## config.mk

```make
export PLATFORM = sky130hd
export DESIGN_NAME = keccak_absorb
export DESIGN_NICKNAME = d
export VERILOG_FILES = /design/src/rtl/keccak_pkg.sv /design/src/rtl/keccak_pad_gen.sv /design/src/rtl/keccak_absorb.sv
export SDC_FILE = /design/constraint.sdc
export NUM_CORES = 1
export LEC_CHECK = 0
export BUFFER_PORTS_ARGS = -buffer_cell sky130_fd_sc_hd__buf_2
export CELL_PAD_IN_SITES_DETAIL_PLACEMENT = 1
export CELL_PAD_IN_SITES_GLOBAL_PLACEMENT = 1
export CORE_MARGIN = 8
export CORE_UTILIZATION = 33
export DETAILED_ROUTE_END_ITERATION = 12
export PLACE_DENSITY_LB_ADDON = 0.1
export SKIP_LAST_GASP = 1
export SLEW_MARGIN = 20
export SYNTH_ARGS = -nofsm -noshare
export SYNTH_HDL_FRONTEND = slang
export SYNTH_SLANG_ARGS = --single-unit
```

## constraint.sdc

```tcl
create_clock -name clock -period 1.9 [get_ports clock]
set_input_delay 0 -clock clock [delete_from_list [all_inputs] [get_ports clock]]
set_output_delay 0 -clock clock [all_outputs]
set_load 0.02 [all_outputs]
```

## src/rtl/keccak_pkg.sv

```systemverilog
// rtl/keccak_pkg.sv - shared constants, state enum and lane types for the Keccak absorb slice
package keccak_pkg;

  localparam int         LANE_W        = 64;
  localparam int         NUM_LANES     = 25;
  localparam logic [7:0] SUFFIX_SHA3   = 8'h06;
  localparam logic [7:0] SUFFIX_KECCAK = 8'h01;
  localparam logic [7:0] PAD_END       = 8'h80;

  typedef logic [4:0] lane_idx_t;

  typedef enum logic [3:0] {
    S_IDLE,
    S_CLEAR,
    S_WAIT_IN,
    S_WR,
    S_PAD_RD,
    S_PAD_WR,
    S_PERM_ENTER,
    S_PERM_PULSE,
    S_PERM_WAIT,
    S_DONE
  } absorb_state_t;

  // Keeps the low nbytes bytes of a lane (nbytes already clamped to 0..8).
  function automatic logic [LANE_W-1:0] byte_keep_mask(input logic [3:0] nbytes);
    logic [LANE_W-1:0] m;
    m = '0;
    for (int i = 0; i < 8; i++) begin
      if (4'(i) < nbytes) m[8*i +: 8] = 8'hFF;
    end
    return m;
  endfunction

endpackage

```

## src/rtl/keccak_pad_gen.sv

```systemverilog
// rtl/keccak_pad_gen.sv - combinational multi-rate pad word generator
// Build option: KECCAK_SHA3_PAD_EN selects the SHA-3 suffix 0x06, otherwise Keccak 0x01.
// Ports:
//   pos          byte position of the domain suffix inside the pad lane
//   is_last_lane pad lane is the last rate lane, so the 0x80 end marker lands here too
//   end_only     second pad pass: only the end marker, no suffix
//   pad_word     value to XOR into the pad lane
//   need_second  end marker still has to go to the last rate lane
module keccak_pad_gen
  import keccak_pkg::*;
(
  input  logic [2:0]        pos,
  input  logic              is_last_lane,
  input  logic              end_only,
  output logic [LANE_W-1:0] pad_word,
  output logic              need_second
);

`ifdef KECCAK_SHA3_PAD_EN
  localparam logic [7:0] SUFFIX = SUFFIX_SHA3;
`else
  localparam logic [7:0] SUFFIX = SUFFIX_KECCAK;
`endif

  logic [LANE_W-1:0] suffix_word;
  logic [LANE_W-1:0] end_word;

  assign suffix_word = end_only ? '0 : ({56'b0, SUFFIX} << {pos, 3'b000});
  // Suffix and end marker simply XOR together when both fall in the same lane.
  assign end_word    = is_last_lane ? {PAD_END, 56'b0} : '0;
  assign pad_word    = suffix_word ^ end_word;
  assign need_second = !is_last_lane;

endmodule

```

## src/rtl/keccak_absorb.sv

```systemverilog
// rtl/keccak_absorb.sv - Keccak-f[1600] absorb loader: clear, XOR message lanes, pad, hand off to round CU
// Build option: KECCAK_SHA3_PAD_EN (SHA-3 suffix 0x06; undefined gives Keccak suffix 0x01).
// Ports:
//   clock, reset          posedge clock, synchronous active-low reset
//   start                 begins a new message when idle
//   in_data/in_valid/in_last/in_bytes/in_ready  message word stream, byte 0 in bits [7:0]
//   mem_own               1: this block owns the state file, 0: round datapath owns it
//   rd_addr/rd_data       state read port, data one cycle after address
//   wr_en/wr_addr/wr_data state write port
//   perm_start/perm_done  round CU handshake (done rising edge is used)
//   busy/absorb_done      message in progress / padded state fully permuted
module keccak_absorb #(
  parameter int RATE_LANES = 17,
  parameter int LANE_W     = 64
) (
  input  logic              clock,
  input  logic              reset,
  input  logic              start,
  input  logic [LANE_W-1:0] in_data,
  input  logic              in_valid,
  input  logic              in_last,
  input  logic [3:0]        in_bytes,
  output logic              in_ready,
  output logic              mem_own,
  output logic [4:0]        rd_addr,
  input  logic [LANE_W-1:0] rd_data,
  output logic              wr_en,
  output logic [4:0]        wr_addr,
  output logic [LANE_W-1:0] wr_data,
  output logic              perm_start,
  input  logic              perm_done,
  output logic              busy,
  output logic              absorb_done
);
  import keccak_pkg::*;

  localparam lane_idx_t LAST_RATE = lane_idx_t'(RATE_LANES - 1);
  localparam lane_idx_t LAST_LANE = lane_idx_t'(NUM_LANES - 1);

  absorb_state_t     state, state_n;
  lane_idx_t         lane, lane_n;
  lane_idx_t         pad_lane, pad_lane_n;
  logic [2:0]        pad_pos, pad_pos_n;
  logic              pad_second, pad_second_n;
  logic              final_blk, final_blk_n;
  logic              pad_after_perm, pad_after_perm_n;
  logic [LANE_W-1:0] word_q, word_n;
  logic              last_q, last_n;
  logic [3:0]        bytes_q, bytes_n;
  logic              perm_done_q;
  logic              perm_rise;
  logic [3:0]        bytes_clamped;
  logic [LANE_W-1:0] pad_word;
  logic              need_second;

  assign bytes_clamped = (in_bytes > 4'd8) ? 4'd8 : in_bytes;
  assign perm_rise     = perm_done && !perm_done_q;

  keccak_pad_gen u_pad_gen (
    .pos          (pad_pos),
    .is_last_lane (pad_lane == LAST_RATE),
    .end_only     (pad_second),
    .pad_word     (pad_word),
    .need_second  (need_second)
  );

  always_ff @(posedge clock) begin
    if (!reset) begin
      state          <= S_IDLE;
      lane           <= '0;
      pad_lane       <= '0;
      pad_pos        <= '0;
      pad_second     <= 1'b0;
      final_blk      <= 1'b0;
      pad_after_perm <= 1'b0;
      word_q         <= '0;
      last_q         <= 1'b0;
      bytes_q        <= '0;
      perm_done_q    <= 1'b0;
    end else begin
      state          <= state_n;
      lane           <= lane_n;
      pad_lane       <= pad_lane_n;
      pad_pos        <= pad_pos_n;
      pad_second     <= pad_second_n;
      final_blk      <= final_blk_n;
      pad_after_perm <= pad_after_perm_n;
      word_q         <= word_n;
      last_q         <= last_n;
      bytes_q        <= bytes_n;
      perm_done_q    <= perm_done;
    end
  end

  always_comb begin
    state_n          = state;
    lane_n           = lane;
    pad_lane_n       = pad_lane;
    pad_pos_n        = pad_pos;
    pad_second_n     = pad_second;
    final_blk_n      = final_blk;
    pad_after_perm_n = pad_after_perm;
    word_n           = word_q;
    last_n           = last_q;
    bytes_n          = bytes_q;
    in_ready         = 1'b0;
    mem_own          = 1'b1;
    rd_addr          = '0;
    wr_en            = 1'b0;
    wr_addr          = '0;
    wr_data          = '0;
    perm_start       = 1'b0;
    absorb_done      = 1'b0;
    busy             = (state != S_IDLE);

    case (state)
      S_IDLE: begin
        if (start) begin
          state_n          = S_CLEAR;
          lane_n           = '0;
          final_blk_n      = 1'b0;
          pad_after_perm_n = 1'b0;
        end
      end

      S_CLEAR: begin
        wr_en   = 1'b1;
        wr_addr = lane;
        if (lane == LAST_LANE) begin
          lane_n  = '0;
          state_n = S_WAIT_IN;
        end else begin
          lane_n = lane + 1'b1;
        end
      end

      S_WAIT_IN: begin
        in_ready = 1'b1;
        rd_addr  = lane;
        if (in_valid) begin
          word_n  = in_data;
          last_n  = in_last;
          bytes_n = bytes_clamped;
          if (in_last && bytes_clamped == 4'd0) begin
            state_n      = S_PAD_RD;
            pad_lane_n   = lane;
            pad_pos_n    = '0;
            pad_second_n = 1'b0;
          end else begin
            state_n = S_WR;
          end
        end
      end

      S_WR: begin
        rd_addr      = lane;
        wr_en        = 1'b1;
        wr_addr      = lane;
        wr_data      = rd_data ^ (last_q ? (word_q & byte_keep_mask(bytes_q)) : word_q);
        pad_second_n = 1'b0;
        if (last_q && bytes_q != 4'd8) begin
          state_n    = S_PAD_RD;
          pad_lane_n = lane;
          pad_pos_n  = bytes_q[2:0];
        end else if (last_q) begin
          pad_pos_n = '0;
          if (lane == LAST_RATE) begin
            // Message filled the block exactly: permute first, pad lands in lane 0 of a fresh block.
            state_n          = S_PERM_ENTER;
            pad_after_perm_n = 1'b1;
            pad_lane_n       = '0;
            lane_n           = '0;
          end else begin
            state_n    = S_PAD_RD;
            pad_lane_n = lane + 1'b1;
          end
        end else if (lane == LAST_RATE) begin
          state_n = S_PERM_ENTER;
          lane_n  = '0;
        end else begin
          lane_n  = lane + 1'b1;
          state_n = S_WAIT_IN;
        end
      end

      S_PAD_RD: begin
        rd_addr = pad_lane;
        state_n = S_PAD_WR;
      end

      S_PAD_WR: begin
        rd_addr = pad_lane;
        wr_en   = 1'b1;
        wr_addr = pad_lane;
        wr_data = rd_data ^ pad_word;
        if (need_second) begin
          pad_lane_n   = LAST_RATE;
          pad_second_n = 1'b1;
          state_n      = S_PAD_RD;
        end else begin
          final_blk_n = 1'b1;
          state_n     = S_PERM_ENTER;
        end
      end

      S_PERM_ENTER: begin
        mem_own = 1'b0;
        state_n = S_PERM_PULSE;
      end

      S_PERM_PULSE: begin
        mem_own    = 1'b0;
        perm_start = 1'b1;
        state_n    = S_PERM_WAIT;
      end

      S_PERM_WAIT: begin
        mem_own = 1'b0;
        if (perm_rise) begin
          if (final_blk) begin
            state_n = S_DONE;
          end else if (pad_after_perm) begin
            pad_after_perm_n = 1'b0;
            pad_second_n     = 1'b0;
            state_n          = S_PAD_RD;
          end else begin
            state_n = S_WAIT_IN;
          end
        end
      end

      S_DONE: begin
        absorb_done = 1'b1;
        final_blk_n = 1'b0;
        state_n     = S_IDLE;
      end

      default: state_n = S_IDLE;
    endcase
  end

endmodule

```

## Word-level counts from Yosys, hierarchy flattened

Index checks and enable logic that the tools add are counted.

- Output and inout port bits: 80
- Logic and storage cells: 154
- Register bits: 90
- Input port bits: 138

- Magnitude comparators: 9
- Reduce and logical (&&, ||, !) cells: 26
- Bitwise operators: 4
- Muxes and demuxes: 75
- Equal/unequal tests: 27
- Shift operators: 1
- Add/sub/neg operators: 1

Operator list:

| cell | number |
|---|---|
| 64-bit 2-to-1 mux | 3 |
| 64-bit XOR | 3 |
| 8-bit 2-to-1 mux | 16 |
| 64-bit one-hot mux with 2 select lines | 1 |
| 64-bit AND | 1 |
| 1-bit by 6-bit left shift with 64-bit output (first input constant) | 1 |
| 5-bit 2-to-1 mux | 11 |
| 4-bit one-hot mux with 9 select lines | 1 |
| 4-bit 2-to-1 mux | 8 |
| 5-bit one-hot mux with 3 select lines | 2 |
| 2-bit != test (second input constant) | 11 |
| 3-bit 2-to-1 mux | 7 |
| 5-bit one-hot mux with 2 select lines | 2 |
| 1-bit 2-to-1 mux | 18 |
| 4-bit by 3-bit equality test with 1-bit output (second input constant) | 4 |
| 3-bit by 4-bit less-than comparator with 1-bit output (first input constant) | 4 |
| 5-bit equality test (second input constant) | 3 |
| 7-bit AND reduction | 2 |
| 4-bit AND reduction | 3 |
| 3-bit nonzero test | 4 |
| 4-bit by 2-bit equality test with 1-bit output (second input constant) | 2 |
| 4-bit equality test (second input constant) | 2 |
| 4-bit logical NOT | 2 |
| 1-bit by 4-bit less-than comparator with 1-bit output (first input constant) | 2 |
| other kinds (20) | 30 |

## Logic depth before layout (Yosys ltp)

Gate-level depths: netlist of the first run.

- Word-level depth: 7
- Mapped depth: 9
- Mapped depth without buffers: 7

## By module

From an unflattened synthesis of the first run, not the netlist that was laid out.

- Cell total of the unflattened synthesis: 835
- Area, all modules: 6100.9 um^2

Modules (own cells, without submodules):

| module | instances | seq. area each (um^2) | area each (um^2) | cells each |
|---|---|---|---|---|
| keccak_absorb | 1 | 1801.7 | 5591.6 | 769 |
| keccak_pad_gen | 1 | 0.0 | 509.2 | 66 |

## Worst setup path after synthesis of the first run

No wires, ideal clock.

- Kind: register to register
- From: reg state[2]
- To: reg pad_pos[0]
- Period minus slack after synthesis: 1830 ps
- Slack: 70 ps
- Arrival: 1698 ps
- Required time: 1768 ps
- Stages on the path, launching flop included: 10
- Path buffers: 3
- Setup time: 132 ps
- Path through: dfxtp_1 -> buf_2 -> or4b_4 -> inv_2 -> and2_1 -> buf_4 -> buf_4 -> nand2_1 -> nand3_1 -> a21oi_1

- Word-level cells in the longest chain between the ends: 3
- Elaborated cells between the ends (all ways): 8
- Those cells by class: 5 x eq/ne; 1 x mux; 2 x reduce/logical

RTL lines:

| element | RTL line | text |
|---|---|---|
| from (decl) | keccak_absorb.sv:40 | `absorb_state_t state, state_n;` |
| from (signal assigned) | keccak_absorb.sv:81 | `state <= state_n;` |
| 4-bit by 2-bit equality test with 1-bit output | keccak_absorb.sv:116 | `case (state)` |
| 3-bit != test (no line) (tied with other cells) | - |  |
| 4-bit AND reduction (no line) | - |  |
| to (signal assigned) | keccak_absorb.sv:84 | `pad_pos <= pad_pos_n;` |
| to (decl) | keccak_absorb.sv:43 | `logic [2:0] pad_pos, pad_pos_n;` |

Parallel ways exist; a longest one is shown, timed or not.
A chain may end at the register's enable or synchronous reset.

## Worst setup path after layout of the first run

- From: reg state[3]
- To: reg word_q[62]

- Word-level cells in the longest chain between the ends: 2

RTL lines:

| element | RTL line | text |
|---|---|---|
| 4-bit by 2-bit equality test with 1-bit output | keccak_absorb.sv:116 |  |
| 2-bit AND reduction (no line) | - |  |
| to (signal assigned) | keccak_absorb.sv:88 | `word_q <= word_n;` |
| to (decl) | keccak_absorb.sv:47 | `logic [LANE_W-1:0] word_q, word_n;` |

Every way passes these cells.

==> flow_summary.toml, run 1 <==
[run_status]
outcome = "complete, but fails checks"
violations = "negative setup slack"

[synth]
ys_warn_count = 0
synthesis.nets = 876
ys_seq_area_share_pct = 34.9
ys_ff_latch = 90
synth_flop_cell = "dfxtp_1"
synth_cell_types = 60
synth_edf_count = 0
synthTopCellsByCount = "nand2_1 (222), a21oi_1 (104), dfxtp_1 (90)"
ys_top_cells_by_area = "dfxtp_1 (35%), nand2_1 (16%), xor2_1 (11%)"
syn-cell-area_mm2 = 0.00516
yosys.area.top_type = "dfxtp_1"
syn_avg_cell_area_um2 = 7.01
netlist_instances = 736
synth_top_area_share_pct = 34.9
synthArstFlopShare_pct = 0
yosysMostFrequentCell = "nand2_1"

[power]
p_leak_nw = 4.00
ir_drop_mv = 0.479
power_density_mw_per_mm2 = 792
total_power_w = 0.00809

[clocking]
clockRootBuffer = "clkbuf_16"
cts_tree = "built"
clk_path_buf_depth = 2
path_clk_slew_ns = 0.07
htreeDepth = 3
insertion_delay_ns = 0.36
numCtsBuffers = 9
cts.sinks = 90

[global_route]
antenna_found_initial = 2
grt_use_total_pct = 24.2
first_global_vias = 7196
grt_pass1_wl_um = 38400
grt_start_max_net_pins = 37
grt_overflow = 0

[floorplan]
die_y_um = 141
row_count = 45
core_area_mm2 = 0.0153
initial_core_util_pct = 33.8
fp.dieArea_mm2 = 0.0199
die_x_um = 141
ios = 218

[sta]
period_minus_slack_ns = 2.19
max_freq_mhz = 457
setup_viol = 143
worst_slew_pin_slew_ns = 0.449
report.final.slew_viol_count = 0
rsz0062_at_grt = "true"
slew_headroom_pct = 70.0
fin_ws_ns = -0.289
fin_skew_ns = 0.00645
period_share_pct = 115
finalHoldViolCount = 0

[setup_path]
path_cells = "buf_4 -> or4b_4 -> inv_4 -> and2_4 -> clkbuf_16 -> nand2_1 -> a21oi_1"
path_delay_family = "simple AND/OR/NAND/NOR gates"
critPathLaunchType = "flop"
critPathMaxStageDelay_ns = 0.60
worst_path_max_delay_cell = "or4b_4"
worstPathMaxFanout = 10
r2r_cells = 7
crit_buf_inv = 3
path_class = "reg -> reg"
worstPathArrival_ns = 2.45
cp.required_ns = 2.16
crit_cells = 7
cp-end-kind = "flop"

[routing]
vias = 7218
viasPerCell = 5.47
final_antenna_net_count = 0
routed_wl_um = 31700
drt_iter0_markers = 408
drc = 0
first_pass_iters = 5
wl_per_cell_um = 24.0

[placed_design]
dp_hpwl_um = 15000
gp_congestion = 0.904
placed_cell_area_mm2 = 0.00668
io_buffer_count = 217

[layout]
finalNetCount = 1242
fin_area_mm2 = 0.0102
syn_to_final_growth_pct = 97.9
drive_gt1_share_pct = 48.2

[hold_path]
hp-class = "in -> reg"
hold_depth = 5

[run]
cap_viol_max_count = 0
per-stage QoR:
step                      utilization, %  setup slack (ns)  setup TNS [ns]  instances  hold slack, ns
after floorplan                        -            0.0700               0        736           0.136
after global placement              43.7          -0.00555        -0.00555       1156           0.241
after detailed placement            43.7           -0.0905          -0.296       1156           0.249
after CTS                           56.9            -0.154           -4.55       1277           0.134
after global routing                66.9            -0.303          -21.56       1320           0.263
final                               66.9            -0.289          -15.57       1320           0.225
placed cells by master, fill, tap and decap left out, types with 21 or more instances in the layout:
cell type / instances
buf_2: 159
nor2_4: 25
nand2_2: 21
dfxtp_1: 83
a21oi_2: 26
xor2_1: 36
buf_6: 57
nor2_1: 39
xor2_2: 25
nand2_1: 184
a21oi_1: 74
clkbuf_16: 21
dlygate4sd3_1: 71
buf_4: 72
path summary, 6_finish.rpt:
check	to	slack, ns	start
setup reg to reg	word_q[62]	-0.29	state[3]
hold reg to reg	word_q[27]	0.46	word_q[27]
hold / removal	final_blk	0.22	start
setup / recovery	word_q[62]	-0.29	state[3]
worst min-delay path, cell delays in order:
cell	delay, ns
buf_2	0.13
nor3b_1	0.13
a21oi_1	0.12
o31ai_1	0.08
nor2_1	0.09
layout make-up:
cell class	count	area, µm²
Antenna cell	2	5.00
Clock buffer	12	267
Clock inverter	4	72.6
Fill cell	1747	5050
Inverter	9	36.3
Multi-Input combinational cell	591	4120
Sequential cell	90	1820
Tap cell	211	264
Timing Repair Buffer	401	3620
repair_timing:
item                                    4_1_cts  5_1_grt
hold buffers                                 71        0
endpoints found under the setup margin       72      150
hold endpoints to repair                     76        0
gates cloned                                 10       20
gates resized for setup                     134      256
buffers inserted                             24       27
pin swaps                                    20       95
sequential cells by signal, summed over array words and instances, names as in the netlist, 3 cells and up:
signal,count
bytes_q,4
pad_lane,5
lane,5
word_q,64
state,4
pad_pos,3
power breakdown:
part           total, W  leakage, nW  switching, W  internal, W
sequential      0.00223        0.732      0.000170      0.00206
combinational   0.00374         3.10       0.00197      0.00177
clock           0.00211        0.165      0.000852      0.00126
total           0.00809         4.00       0.00299      0.00510
layer usage:
| metal | track usage, % | wire length [µm] | up-vias |
|---|---|---|---|
| met1 | 26.9 | 11800 | 3634 |
| met4 | 10.2 | 1380 | 0 |
| met5 | 0 | 0 | - |
| met2 | 44.4 | 16700 | 325 |
| li1 | - | - | 3167 |
| met3 | 4.19 | 1760 | 92 |
cells by family after synthesis:
kind of cell,count (synthesis),synth area share [%]
AOI/OAI and AO/OA,151,16.8
muxes,2,0.412
buffers and inverters,57,5.14
adders and majority gates,2,0.485
xor gates and xnor gates,65,11.0
DFF,90,34.9
and+or+nand+nor,369,31.2
(Power assumes the default switching activity.)
==> run 2, diff against run 1 <==
CORE_UTILIZATION = 35   (was 33)
SYNTH_HIERARCHICAL = 1   (was unset)
==> flow_summary.toml, run 2 <==
[run_status]
outcome = "complete, but fails checks"
violations = "negative setup slack"

[synth]
synth_top_family_by_area = "compound AO/OA/AOI/OAI gates"
synth-adder-area-share_pct = 0.410
synth_cell_types = 63
synthArstFlopShare_pct = 0
synth_edf_count = 0
syn-cell-area_mm2 = 0.00610
yosysMostFrequentCell = "nand2_1"
ys_top_cells_by_area = "dfxtp_1 (30%), nand2_1 (10%), a21oi_1 (9.0%)"
synth_flop_cell = "dfxtp_1"
ys_warn_count = 6
ys_ff_latch = 90
syn_avg_cell_area_um2 = 7.31
synthTopCellsByCount = "nand2_1 (162), a21oi_1 (110), dfxtp_1 (90)"
synth_mux_area_share_pct = 0.533
synth_xor_area_share_pct = 7.03
ys_seq_area_share_pct = 29.5
synth_top_area_share_pct = 29.5
netlist_instances = 835
synth-compound-area-share_pct = 26.5
yosys.area.top_type = "dfxtp_1"
yosys.area_share.simple_pct = 23.3

[clocking]
clockRootBuffer = "clkbuf_16"
htreeDepth = 3
insertion_delay_ns = 0.35
clk_path_buf_depth = 2
path_clk_slew_ns = 0.07
cts_tree = "built"
cts.sinks = 90
numCtsBuffers = 9

[placed_design]
pre_cts_ws_ns = 0.0609
gp_congestion = 0.864
placed_cell_area_mm2 = 0.00743
dp_hpwl_um = 16700
io_buffer_count = 217

[sta]
report.final.slew_viol_count = 0
setup_viol = 22
rsz0062_at_grt = "true"
period_minus_slack_ns = 1.99
max_freq_mhz = 503
finalHoldViolCount = 0
fin_ws_ns = -0.0862
period_share_pct = 105
holdWs_ns = 0.0632
fin_skew_ns = 0.00868

[global_route]
first_global_vias = 7071
grt_start_max_net_pins = 47
grt_pass1_wl_um = 37800
antenna_found_initial = 2
grt_use_total_pct = 21.2
grt_overflow = 0

[power]
intPower_w = 0.00430
combPwrFrac_pct = 37.3
clkPwrFrac_pct = 29.6
switchingPower_w = 0.00231
seqPwrFrac_pct = 33.1
power_density_mw_per_mm2 = 707
p_leak_nw = 3.75
ir_drop_mv = 0.477
swShare_pct = 35.0

[floorplan]
die_x_um = 148
core_area_mm2 = 0.0172
ios = 218
die_y_um = 148
row_count = 48
initial_core_util_pct = 35.5
fp.dieArea_mm2 = 0.0219

[hold_path]
hp-class = "in -> reg"
hold_depth = 3
hold_end = "state[1]"
hp-start = "in_valid"

[routing]
routed_wl_um = 24300
viasPerCell = 4.95
final_antenna_net_count = 0
vias = 6895
wl_per_cell_um = 17.5
drt_iter0_markers = 252
drc = 0
first_pass_iters = 4

[setup_path]
regToRegSetupSlack_ns = 0.04
path_cells = "or3b_4 -> o21a_4 -> a22oi_2 -> xor2_1 -> nor2_1 -> buf_2"
cp-end-kind = "output pin"
r2r-end = "pad_lane[0]"
cp.required_ns = 1.90
worstPathMaxFanout = 8
critPathMaxStageDelay_ns = 0.41
r2r_cells = 7
path_class = "reg -> out"
reg2reg_from = "state[3]"
worst_path_max_delay_cell = "or3b_4"
worstPathArrival_ns = 1.99
critPathLaunchType = "flop"
crit_start = "bytes_q[3]"

[layout]
finalNetCount = 1300
final_common_cell = "buf_2"
syn_to_final_growth_pct = 53.3
largestRegisters = "word_q: 64 flops, lane: 5 flops, pad_lane: 5 flops"
fin_area_mm2 = 0.00935
drive_gt1_share_pct = 37.1
largest_register_ffs = 64
final_cell_mix = "buf_2 (184), nand2_1 (161), a21oi_1 (106)"
largest_register = "word_q"

[run]
cap_viol_max_count = 0
==> run 2: changes by cell type in the layout (fill, tap and decap cells not counted), sizes merged, moves of 9 or more <==
cell / change
a22oi: +61
nor2: +9
nand2: -61
o21ai: +34
xor2: -15
a21oi: +13
conb: +55
buf: -15
clkbuf: -15
==> run 2: how the worst max path moves through the flow <==
stage	to	cells after the start	slack (ns)
6_report	wr_data[14]	6	-0.09
5_1_grt	wr_data[10]	6	-0.18
4_1_cts	wr_data[11]	6	-0.08
3_5_place_dp	lane[3]	7	0.06
3_3_place_gp	lane[1]	7	0.08
2_1_floorplan	lane[3]	8	0.07
==> run 2: cells by family after synthesis <==
family,count (synthesis)
adder cells (fa/ha/maj),2
XOR/XNOR,49
buffers and inverters,125
AO/OA/AOI/OAI,255
flip-flops,90
AND/OR/NAND/NOR,310
multiplexers,3
other,1
==> run 2: stage by stage <==
step | instances | power (W) | TNS, ns | util, %
after global placement | 1269 | 0.00421 | 0 | 43.2
after CTS | 1362 | 0.00642 | -0.868 | 50.9
final | 1392 | 0.00661 | -0.907 | 54.4
after floorplan | 889 | 0.00354 | 0 | -
after global routing | 1392 | 0.00697 | -4.20 | 54.4
after detailed placement | 1269 | 0.00423 | 0 | 43.2
==> run 2: layout make-up <==
cell class	count	area, µm²
Inverter	11	41.3
Multi-Input combinational cell	675	4140
Timing Repair Buffer	373	2740
Clock inverter	7	91.3
Fill cell	2165	7830
Antenna cell	2	5.00
Sequential cell	90	1830
Clock buffer	9	225
Tap cell	225	282
==> run 2: routing by layer <==
| metal | track usage, % | part of all wire, % | vias to the layer above |
|---|---|---|---|
| met5 | 0 | 0 | - |
| met4 | 6.88 | 1.3 | 0 |
| met3 | 4.00 | 4.8 | 22 |
| met2 | 36.0 | 50 | 153 |
| met1 | 26.4 | 44 | 3292 |
| li1 | - | - | 3428 |
==> run 2: worst max-delay path: cells and delay by family, from the launching register on <==
kind | cells | cell delay (ns)
simple gates | 2 | 0.46
buf+inv | 1 | 0.15
compound gates | 2 | 0.47
xor+xnor | 1 | 0.17
flops | 1 | 0.37
==> run 2: power groups by stage <==
stage	combinational, W	sequential [W]	clock [W]
3_5_place_dp	0.00203	0.00220	0
5_1_grt	0.00270	0.00220	0.00207
2_1_floorplan	0.00137	0.00217	0
3_3_place_gp	0.00201	0.00220	0
4_1_cts	0.00223	0.00218	0.00201
6_report	0.00247	0.00219	0.00196
==> run 2: repair_timing <==
action	4_1_cts	5_1_grt
pin swaps	14	54
gates resized for setup	56	106
hold buffers	71	0
buffers inserted	7	31
endpoints found under the setup margin	64	74
endpoints found under the hold margin	73	0
gates cloned	1	0
==> run 3, diff against run 2 <==
GPL_TIMING_DRIVEN = 0   (was unset)
PLACE_DENSITY = 0.85   (was unset)
PLACE_DENSITY_LB_ADDON = unset   (was 0.1)
==> flow_summary.toml, run 3 (same netlist as run 2, synthesis figures left out) <==
[clocking]
insertion_delay_ns = 0.36
numCtsBuffers = 9
clockRootBuffer = "clkbuf_16"
htreeDepth = 3
path_clk_slew_ns = 0.08
cts.sinks = 90
cts_tree = "built"
clk_path_buf_depth = 2

[routing]
vias = 8186
wl_per_cell_um = 22.7
drt_iter0_markers = 505
final_antenna_net_count = 0
first_pass_iters = 5
viasPerCell = 5.50
routed_wl_um = 33800
drc = 0

[sta]
setup_viol = 78
worst_slew_pin_slew_ns = 0.753
holdWs_ns = 0.0681
fin_ws_ns = -0.365
slew_headroom_pct = 49.8
finalHoldViolCount = 0
period_minus_slack_ns = 2.26
report.final.slew_viol_count = 0
period_share_pct = 119
rsz0062_at_grt = "true"
fin_tns_setup_ns = -12.66
fin_skew_ns = 0.0124
max_freq_mhz = 442

[setup_path]
critPathLaunchType = "flop"
worst_path_max_delay_cell = "dfxtp_2"
worstPathMaxFanout = 8
r2r_cells = 11
worstPathArrival_ns = 2.26
regToRegSetupSlack_ns = -0.34
path_common_cell = "buf_6"
cp.required_ns = 1.90
reg2reg_from = "state[1]"
path_cells = "buf_6 -> and4bb_1 -> buf_6 -> a21oi_4 -> buf_6 -> a22oi_2 -> xor2_1 -> nor2_1 -> buf_4"
r2r-end = "lane[2]"
critPathMaxStageDelay_ns = 0.33
cp-end-kind = "output pin"
path_class = "reg -> out"

[placed_design]
dp_hpwl_um = 18400
gp_congestion = 0.913
io_buffer_count = 216
placed_cell_area_mm2 = 0.00767

[layout]
largest_register_ffs = 64
final_common_cell = "buf_2"
syn_to_final_growth_pct = 66.8
fin_area_mm2 = 0.0102
largest_register = "word_q"
largestRegisters = "word_q: 64 flops, lane: 5 flops, pad_lane: 5 flops"
fin_util_pct = 59.2
drive_gt1_share_pct = 41.8
finalNetCount = 1394
final_cell_mix = "buf_2 (183), nand2_1 (160), buf_4 (155)"
fillCellCount = 2111

[floorplan]
fp.dieArea_mm2 = 0.0219
die_y_um = 148
initial_core_util_pct = 35.5
row_count = 48
ios = 218
core_area_mm2 = 0.0172
die_x_um = 148

[global_route]
antenna_found_initial = 5
first_global_vias = 8259
grt_start_max_net_pins = 15
grt_use_total_pct = 25.1
grt_pass1_wl_um = 44100
grt_overflow = 0

[run_status]
outcome = "complete, but fails checks"
violations = "negative setup slack"

[hold_path]
hp-start = "in_valid"
hold_end = "state[1]"
hp-class = "in -> reg"
hold_depth = 3

[power]
ir_drop_mv = 0.602
p_leak_nw = 4.23
power_density_mw_per_mm2 = 722

[run]
cap_viol_max_count = 0
==> run 3: cell types whose count changed in the layout (fill, tap and decap cells not counted), sizes merged <==
cell         delta
and4bb          -1
buf            +74
bufbuf          +1
clkbuf         +23
clkinv          -2
clkinvlp        -1
diode           +3
dlygate4sd3     -1
==> run 3: repair_timing <==
action                                  in CTS  in global routing
hold endpoints to repair                    70                  0
hold buffers                                70                  0
gates cloned                                 1                  1
pin swaps                                   38                 49
endpoints found under the setup margin     138                152
buffers inserted                            33                 40
resized for setup                          149                108
==> run 3: cell type report <==
cell class / count / area [µm²] / area share, %
antenna: 5 / 12.5 / 0.123
buffer: 108 / 828 / 8.14
clock buffer: 11 / 253 / 2.48
multi-input combinational: 674 / 4220 / 41.5
clock inverter: 4 / 73.8 / 0.726
inverter: 11 / 43.8 / 0.430
timing repair buffer: 360 / 2630 / 25.8
tap: 225 / 282 / 2.77
sequential: 90 / 1830 / 18.0
==> run 3: where the power goes <==
part           switching (W)  total (W)  leakage (nW)  internal [W]
sequential          0.000145    0.00219         0.734       0.00205
clock               0.000878    0.00210         0.162       0.00122
combinational        0.00169    0.00304          3.34       0.00135
==> run 3: metal layers <==
layer	wire, µm	vias up	global-route usage, %	part of all wire, %
met5	0	-	0	0
met4	1700	0	8.77	5.0
met3	2150	135	5.32	6.4
met2	17200	404	46.3	51
met1	12800	4015	27.7	38
li1	-	3632	-	-
==> run 3: critical path, delay by kind of cell (launching register included) <==
| kind | cells | cell delay (ns) |
|---|---|---|
| buffers and inverters | 4 | 0.65 |
| xor gates and xnor gates | 1 | 0.16 |
| AOI/OAI and AO/OA | 2 | 0.33 |
| DFF | 1 | 0.33 |
| and+or+nand+nor | 2 | 0.42 |
==> run 3: worst max path at each step <==
stage,from,to,depth (start not counted)
after CTS,state[0],wr_data[18],8
after global placement,state[3],wr_data[36],8
after detailed placement,state[3],wr_data[41],8
after global routing,state[0],wr_data[23],9
final,state[0],wr_data[23],9
after floorplan,lane[0],lane[3],8
==> run 3: per-stage QoR <==
| step | cells | total power [W] | worst slack (ns) |
|---|---|---|---|
| 2_1_floorplan | 889 | 0.00354 | 0.0675 |
| 5_1_grt | 1488 | 0.00759 | -0.405 |
| 3_5_place_dp | 1330 | 0.00423 | -0.283 |
| 3_3_place_gp | 1330 | 0.00418 | -0.260 |
| 4_1_cts | 1448 | 0.00670 | -0.177 |
| 6_report | 1488 | 0.00734 | -0.365 |
